==> config.mk <==
export PLATFORM = sky130hd
export DESIGN_NAME = jtag_tap_regs_flat
export DESIGN_NICKNAME = d
export VERILOG_FILES = /design/src/rtl/jtag_pkg.sv /design/src/rtl/jtag_tap_regs_if.sv /design/src/rtl/jtag_shift_reg.sv /design/src/rtl/jtag_tap_regs.sv /design/src/flat_wrapper.sv
export SDC_FILE = /design/constraint.sdc
export NUM_CORES = 1
export LEC_CHECK = 0
export CORE_MARGIN = 2
export CORE_UTILIZATION = 49
export DETAILED_ROUTE_END_ITERATION = 10
export PLACE_DENSITY = 0.81
export SLEW_MARGIN = 20
export SYNTH_ARGS = -nofsm -noshare
export SYNTH_HDL_FRONTEND = slang
export SYNTH_SLANG_ARGS = --single-unit
==> constraint.sdc <==
create_clock -name CLK -period 2.16 [get_ports CLK]
set_input_delay 0.54 -clock CLK [delete_from_list [all_inputs] [get_ports CLK]]
set_output_delay 0.54 -clock CLK [all_outputs]
set_load 0.01 [all_outputs]
==> src/rtl/jtag_pkg.sv <==
// Shared JTAG definitions: TAP state encodings, instruction constants and
// small decode helpers used by the TAP register datapath.
package jtag_pkg;

  localparam logic [3:0] ST_TLR     = 4'd15;
  localparam logic [3:0] ST_RTI     = 4'd12;
  localparam logic [3:0] ST_SELDR   = 4'd7;
  localparam logic [3:0] ST_CAPDR   = 4'd6;
  localparam logic [3:0] ST_SHDR    = 4'd2;
  localparam logic [3:0] ST_EX1DR   = 4'd1;
  localparam logic [3:0] ST_PAUSEDR = 4'd3;
  localparam logic [3:0] ST_EX2DR   = 4'd0;
  localparam logic [3:0] ST_UPDDR   = 4'd5;
  localparam logic [3:0] ST_SELIR   = 4'd4;
  localparam logic [3:0] ST_CAPIR   = 4'd14;
  localparam logic [3:0] ST_SHIR    = 4'd10;
  localparam logic [3:0] ST_EX1IR   = 4'd9;
  localparam logic [3:0] ST_PAUSEIR = 4'd11;
  localparam logic [3:0] ST_EX2IR   = 4'd8;
  localparam logic [3:0] ST_UPDIR   = 4'd13;

  // BYPASS is all-ones at any IR width; truncate to the IR width in use.
  localparam logic [31:0] BYPASS_OP  = 32'hFFFF_FFFF;
  localparam logic [1:0]  IR_CAPTURE = 2'b01;

  typedef enum logic [1:0] {
    DR_BYPASS = 2'd0,
    DR_IDCODE = 2'd1,
    DR_USER   = 2'd2
  } dr_sel_e;

  function automatic logic is_shift_state(input logic [3:0] st);
    return (st == ST_SHDR) || (st == ST_SHIR);
  endfunction

endpackage

==> src/rtl/jtag_tap_regs_if.sv <==
// Bundle between the TAP controller side and the TAP register datapath.
interface jtag_tap_regs_if #(
  parameter int IR_WIDTH   = 4,
  parameter int USER_WIDTH = 8
);
  logic [3:0]            state;
  logic                  tdi;
  logic                  tdo;
  logic                  tdo_en;
  logic [IR_WIDTH-1:0]   ir;
  logic [USER_WIDTH-1:0] user_capture;
  logic [USER_WIDTH-1:0] user_out;
  logic                  user_update;

  modport master (
    output state, tdi, user_capture,
    input  tdo, tdo_en, ir, user_out, user_update
  );

  modport slave (
    input  state, tdi, user_capture,
    output tdo, tdo_en, ir, user_out, user_update
  );
endinterface

==> src/rtl/jtag_shift_reg.sv <==
// Generic JTAG capture/shift/update register; shifts right with tdi at the MSB.
// The optional update stage can be forced back to UPD_RST (used for TLR on the IR).
module jtag_shift_reg #(
  parameter int           W       = 8,
  parameter bit           HAS_UPD = 1'b1,
  parameter logic [W-1:0] UPD_RST = {W{1'b0}}
) (
  input  logic         CLK,
  input  logic         RESETN,
  input  logic         cap_en,
  input  logic         shift_en,
  input  logic         upd_en,
  input  logic         upd_rst,
  input  logic [W-1:0] cap_val,
  input  logic         tdi,
  output logic         so,
  output logic [W-1:0] po
);

  logic [W-1:0] sr_r;
  logic [W-1:0] shift_val_s;

  if (W > 1) begin : g_wide
    assign shift_val_s = {tdi, sr_r[W-1:1]};
  end else begin : g_one
    assign shift_val_s = tdi;
  end

  // Capture/shift register
  always_ff @(posedge CLK) begin
    if (!RESETN) begin
      sr_r <= {W{1'b0}};
    end else if (cap_en) begin
      sr_r <= cap_val;
    end else if (shift_en) begin
      sr_r <= shift_val_s;
    end else begin
      sr_r <= sr_r;
    end
  end

  assign so = sr_r[0];

  if (HAS_UPD) begin : g_upd
    logic [W-1:0] upd_r;

    // Parallel update register
    always_ff @(posedge CLK) begin
      if (!RESETN) begin
        upd_r <= UPD_RST;
      end else if (upd_rst) begin
        upd_r <= UPD_RST;
      end else if (upd_en) begin
        upd_r <= sr_r;
      end else begin
        upd_r <= upd_r;
      end
    end

    assign po = upd_r;
  end else begin : g_no_upd
    assign po = {W{1'b0}};
  end

endmodule

==> src/rtl/jtag_tap_regs.sv <==
// JTAG IR/DR datapath: decodes TAP state and instruction into register
// enables, holds the BYPASS flop and muxes TDO.
module jtag_tap_regs
  import jtag_pkg::*;
#(
  parameter int                  IR_WIDTH   = 4,
  parameter logic [31:0]         IDCODE     = 32'h1234_5679,
  parameter int                  USER_WIDTH = 8,
  parameter logic [IR_WIDTH-1:0] OP_IDCODE  = IR_WIDTH'(4'h1),
  parameter logic [IR_WIDTH-1:0] OP_USER    = IR_WIDTH'(4'h8)
) (
  input logic            CLK,
  input logic            RESETN,
  jtag_tap_regs_if.slave bus
);

  localparam logic [IR_WIDTH-1:0] IR_CAP_VAL = IR_WIDTH'(IR_CAPTURE);
  localparam logic [IR_WIDTH-1:0] OP_BYPASS  = BYPASS_OP[IR_WIDTH-1:0];

  dr_sel_e             dr_sel_s;
  logic [IR_WIDTH-1:0] ir_s;
  logic                ir_so_s;
  logic                id_so_s;
  logic                user_so_s;
  logic [USER_WIDTH-1:0] user_po_s;
  logic                byp_r;
  logic                user_update_r;
  logic                tdo_s;

  logic tlr_s, cap_dr_s, sh_dr_s, upd_dr_s;
  logic id_cap_s, id_sh_s, user_cap_s, user_sh_s, user_upd_s, byp_cap_s, byp_sh_s;

  assign tlr_s    = (bus.state == ST_TLR);
  assign cap_dr_s = (bus.state == ST_CAPDR);
  assign sh_dr_s  = (bus.state == ST_SHDR);
  assign upd_dr_s = (bus.state == ST_UPDDR);

  // Instruction decode; unrecognised opcodes fall through to BYPASS
  always_comb begin
    dr_sel_s = DR_BYPASS;
    if (ir_s == OP_BYPASS) begin
      dr_sel_s = DR_BYPASS;
    end else if (ir_s == OP_IDCODE) begin
      dr_sel_s = DR_IDCODE;
    end else if (ir_s == OP_USER) begin
      dr_sel_s = DR_USER;
    end else begin
      dr_sel_s = DR_BYPASS;
    end
  end

  assign id_cap_s   = cap_dr_s && (dr_sel_s == DR_IDCODE);
  assign id_sh_s    = sh_dr_s  && (dr_sel_s == DR_IDCODE);
  assign user_cap_s = cap_dr_s && (dr_sel_s == DR_USER);
  assign user_sh_s  = sh_dr_s  && (dr_sel_s == DR_USER);
  assign user_upd_s = upd_dr_s && (dr_sel_s == DR_USER);
  assign byp_cap_s  = cap_dr_s && (dr_sel_s == DR_BYPASS);
  assign byp_sh_s   = sh_dr_s  && (dr_sel_s == DR_BYPASS);

  jtag_shift_reg #(.W(IR_WIDTH), .HAS_UPD(1'b1), .UPD_RST(OP_IDCODE)) u_ir (
    .CLK      (CLK),
    .RESETN   (RESETN),
    .cap_en   (bus.state == ST_CAPIR),
    .shift_en (bus.state == ST_SHIR),
    .upd_en   (bus.state == ST_UPDIR),
    .upd_rst  (tlr_s),
    .cap_val  (IR_CAP_VAL),
    .tdi      (bus.tdi),
    .so       (ir_so_s),
    .po       (ir_s)
  );

  jtag_shift_reg #(.W(32), .HAS_UPD(1'b0)) u_idcode (
    .CLK      (CLK),
    .RESETN   (RESETN),
    .cap_en   (id_cap_s),
    .shift_en (id_sh_s),
    .upd_en   (1'b0),
    .upd_rst  (1'b0),
    .cap_val  (IDCODE),
    .tdi      (bus.tdi),
    .so       (id_so_s),
    .po       ()
  );

  jtag_shift_reg #(.W(USER_WIDTH), .HAS_UPD(1'b1)) u_user (
    .CLK      (CLK),
    .RESETN   (RESETN),
    .cap_en   (user_cap_s),
    .shift_en (user_sh_s),
    .upd_en   (user_upd_s),
    .upd_rst  (1'b0),
    .cap_val  (bus.user_capture),
    .tdi      (bus.tdi),
    .so       (user_so_s),
    .po       (user_po_s)
  );

  // BYPASS single-bit register
  always_ff @(posedge CLK) begin
    if (!RESETN) begin
      byp_r <= 1'b0;
    end else if (byp_cap_s) begin
      byp_r <= 1'b0;
    end else if (byp_sh_s) begin
      byp_r <= bus.tdi;
    end else begin
      byp_r <= byp_r;
    end
  end

  // USER update strobe, aligned with the new user_out value
  always_ff @(posedge CLK) begin
    if (!RESETN) begin
      user_update_r <= 1'b0;
    end else begin
      user_update_r <= user_upd_s;
    end
  end

  // TDO mux: LSB of whichever register is shifting, otherwise quiet
  always_comb begin
    tdo_s = 1'b0;
    case (bus.state)
      ST_SHIR: tdo_s = ir_so_s;
      ST_SHDR: begin
        case (dr_sel_s)
          DR_IDCODE: tdo_s = id_so_s;
          DR_USER:   tdo_s = user_so_s;
          DR_BYPASS: tdo_s = byp_r;
          default:   tdo_s = byp_r;
        endcase
      end
      default: tdo_s = 1'b0;
    endcase
  end

  assign bus.tdo         = tdo_s;
  assign bus.tdo_en      = is_shift_state(bus.state);
  assign bus.ir          = ir_s;
  assign bus.user_out    = user_po_s;
  assign bus.user_update = user_update_r;

endmodule

==> src/flat_wrapper.sv <==
// flat-port wrapper written by rule: the top's interface ports become plain ports
module jtag_tap_regs_flat import jtag_pkg::*;
#(
  parameter int                  IR_WIDTH   = 4,
  parameter logic [31:0]         IDCODE     = 32'h1234_5679,
  parameter int                  USER_WIDTH = 8,
  parameter logic [IR_WIDTH-1:0] OP_IDCODE  = IR_WIDTH'(4'h1),
  parameter logic [IR_WIDTH-1:0] OP_USER    = IR_WIDTH'(4'h8)
)
  (CLK, RESETN, bus_state, bus_tdi, bus_user_capture, bus_tdo, bus_tdo_en, bus_ir, bus_user_out, bus_user_update);
  jtag_tap_regs_if #(.IR_WIDTH(IR_WIDTH), .USER_WIDTH(USER_WIDTH)) bus_i ();
  input logic CLK;
  input logic RESETN;
  input wire logic [$bits(bus_i.state)-1:0] bus_state;
  input wire logic [$bits(bus_i.tdi)-1:0] bus_tdi;
  input wire logic [$bits(bus_i.user_capture)-1:0] bus_user_capture;
  output wire logic [$bits(bus_i.tdo)-1:0] bus_tdo;
  output wire logic [$bits(bus_i.tdo_en)-1:0] bus_tdo_en;
  output wire logic [$bits(bus_i.ir)-1:0] bus_ir;
  output wire logic [$bits(bus_i.user_out)-1:0] bus_user_out;
  output wire logic [$bits(bus_i.user_update)-1:0] bus_user_update;
  assign bus_i.state = bus_state;
  assign bus_i.tdi = bus_tdi;
  assign bus_i.user_capture = bus_user_capture;
  assign bus_tdo = bus_i.tdo;
  assign bus_tdo_en = bus_i.tdo_en;
  assign bus_ir = bus_i.ir;
  assign bus_user_out = bus_i.user_out;
  assign bus_user_update = bus_i.user_update;
  jtag_tap_regs #(.IR_WIDTH(IR_WIDTH), .IDCODE(IDCODE), .USER_WIDTH(USER_WIDTH), .OP_IDCODE(OP_IDCODE), .OP_USER(OP_USER)) u_core (.CLK(CLK), .RESETN(RESETN), .bus(bus_i));
endmodule
==> qor.yml <==
dieArea_mm2: 0.00569
routed_wl_um: 6330
grt_usage: 0.236
rows: 26
synth_top_cell_by_area: "dfxtp_1"
syn_to_final_growth_pct: 32.0
clock-sinks: 58
power_leakage_nw: 1.31
internal_power_mw: 1.77
drive_gt1_frac: 0.235
worst_hold_startpoint: "u_core.u_idcode.sr_r[19]"
slew_headroom: 0.767
synthFlopType: "dfxtp_1"
hold_viol: 0
nets: 316
worst_pin_slew_ps: 348
syn-cell-area_mm2: 0.00250
synth_edf_count: 0
synthDistinctLibCells: 42
grt_first_pass_wirelength_um: 10100
ioPinCount: 30
core_area_mm2: 0.00501
synthArstFlopShare: 0
gp_congestion: 0.873
fin_ws_ps: -378
drcViolationCount: 0
timing.rr.start: "u_core.u_ir.po[0]"
syn_area_per_cell_um2: 9.81
power.density_mw_per_mm2: 699
critPathKind: "reg -> out"
crit_path_start_kind: "register"
p_comb_frac: 0.086
diodes: 0
fin_setup_tns_ps: -378
cts.reportedPaths.clkPinSlew_ps: 60
worstPathRequired_ps: 1620
drtIter0Drc: 181
violations: "negative setup slack"
place_area_mm2: 0.00303
drt_first_pass_iters: 5
vdd_drop_max_mv: 0.544
hold_buffers: 0
clk_latency_ps: 340
hpwl_um: 3900
endpoint_kind: "primary output"
grt_pass1_vias: 2069
vias_per_cell: 5.89
finalNonFillerCells: 376
ctsHtreeMaxLevel: 3
dpl_worst_slack_ps: -807
grt_max_degree: 22
status: "finished, violations left"
cts_buffers: 9
fill_cells: 399
cts_tree: "built"
cts.path.max_buffers: 2
p_sw_uw: 537
ant_nets: 0
syn-instance-count: 255
fmax_mhz: 394
power_mw: 2.31
initial_utilization: 0.499
skew_ps: 7.37
vias: 2215
fin_crit_sh: 1.17
power_frac_seq: 0.475
crit_arrival_ps: 2000
worstSetupStartpoint: "u_core.u_ir.po[3]"
crit_fanout: 2
antenna_found_initial: 0
p_clk_frac: 0.439
setup_viol: 1
ys_ff_latch: 58
post_drt_wl_per_cell_um: 16.8
syn_nets: 270
ys_seq_area_frac: 0.464
fin_crit_ps: 2540
grt-ovfl-total: 0
maxSlewViolCount: 0
hold_class: "reg -> reg"
yosysTopAreaCellShare: 0.464
root_buffer: "clkbuf_8"
chipHeight_um: 75.4
synth_area_leaders: "dfxtp_1 (46%), o31ai_1 (5.4%), mux2i_1 (4.8%)"
p_sw_frac: 0.232
die_x_um: 75.4
cap_violations: 0
dp_cells: 359
design_area_mm2: 0.00330
yosys_warnings: 0
port_buffers: 29
rsz0062_at_grt: "true"
[critical path, stage by stage, from the launching register on]
cell and delay [ps]:
dfxtp_2 320, or4b_4 560, or4_4 480, o221ai_4 180
buf_6 130
[area by class of cell]
class / count / area [um^2] / share of cell area
Clock inverter: 5 / 52.6 / 0.0159
Inverter: 2 / 7.51 / 0.00227
Tap cell: 70 / 87.6 / 0.0265
Multi-Input combinational cell: 167 / 1260 / 0.382
Timing Repair Buffer: 63 / 578 / 0.175
Clock buffer: 11 / 151 / 0.0459
Sequential cell: 58 / 1160 / 0.353
[synthesized netlist by cell type, types with 2 or more instances]
cell type	n
clkbuf_1	19
o31ai_1	18
o221a_2	5
nand4_1	19
o21ai_0	9
buf_2	6
o211a_1	8
mux2i_1	12
nand3_1	18
nand2_1	8
dfxtp_1	58
a21oi_1	18
inv_1	2
a21boi_0	11
nor2_1	7
buf_1	2
nor4b_2	2
o221a_1	9
[timing repair]
item,CTS,global route
pin swaps,0,1
endpoints found under the setup margin,2,13
gates resized for setup,14,5
buffers inserted,0,0
cloned,1,0
[state kept, by name, summed over array words and instances (netlist names)]
signal / flops
u_core.bus.user_update: 1
u_core.byp_r: 1
u_core.u_idcode.sr_r: 32
u_core.u_ir.po: 4
u_core.u_ir.sr_r: 4
u_core.u_user.po: 8
u_core.u_user.sr_r: 8
[placed cells by master (no fill, tap or decap), types with 2 or more instances in the layout]
master            n
o221a_1           9
clkdlybuf4s50_1  26
dfxtp_1          55
o31ai_1          18
dfxtp_2           3
o221a_2           5
mux2i_1          12
clkinv_2          3
nor4b_2           2
o21ai_0           9
inv_1             2
clkbuf_8         11
a21boi_0         11
nand2_1           8
nand3_1          18
buf_4            32
nand4_1          19
a21oi_1          18
nor2_1            7
o211a_1           8
[stage by stage]
stage | utilization | hold slack, ps
5_1_grt | 0.659 | 490
3_3_place_gp | 0.604 | 449
3_5_place_dp | 0.604 | 456
4_1_cts | 0.653 | 466
6_report | 0.659 | 466
2_1_floorplan | - | 439
[worst paths after layout]
path	depth (start not counted)	slack [ps]	endpoint
worst max-delay path	4	-380	bus_tdo
worst min-delay path	2	470	u_core.u_idcode.sr_r[19]
worst max register to register	4	190	u_core.u_user.sr_r[7]
worst min register to register	2	470	u_core.u_idcode.sr_r[19]
[power groups by stage]
stage          Combinational (mW)  Clock [mW]  Sequential [mW]
2_1_floorplan               0.105           0             1.12
3_3_place_gp                0.178           0             1.12
3_5_place_dp                0.180           0             1.12
4_1_cts                     0.192        1.04             1.10
5_1_grt                     0.212        1.08             1.10
6_report                    0.199        1.01             1.10
[layer usage]
metal / track usage / vias up / part of all wire / wire (um)
li1: - / 1078 / - / -
met1: 0.308 / 1047 / 0.44 / 2810
met2: 0.361 / 75 / 0.47 / 2990
met3: 0.0780 / 15 / 0.063 / 396
met4: 0.0955 / 0 / 0.022 / 138
met5: 0 / - / 0 / 0
[kinds of logic after synthesis]
group,share of synthesized area
xor+xnor,0.00350
buf+inv,0.0510
flops,0.464
compound gates,0.260
mux,0.0480
simple gates,0.174
(Power assumes the default switching activity.)
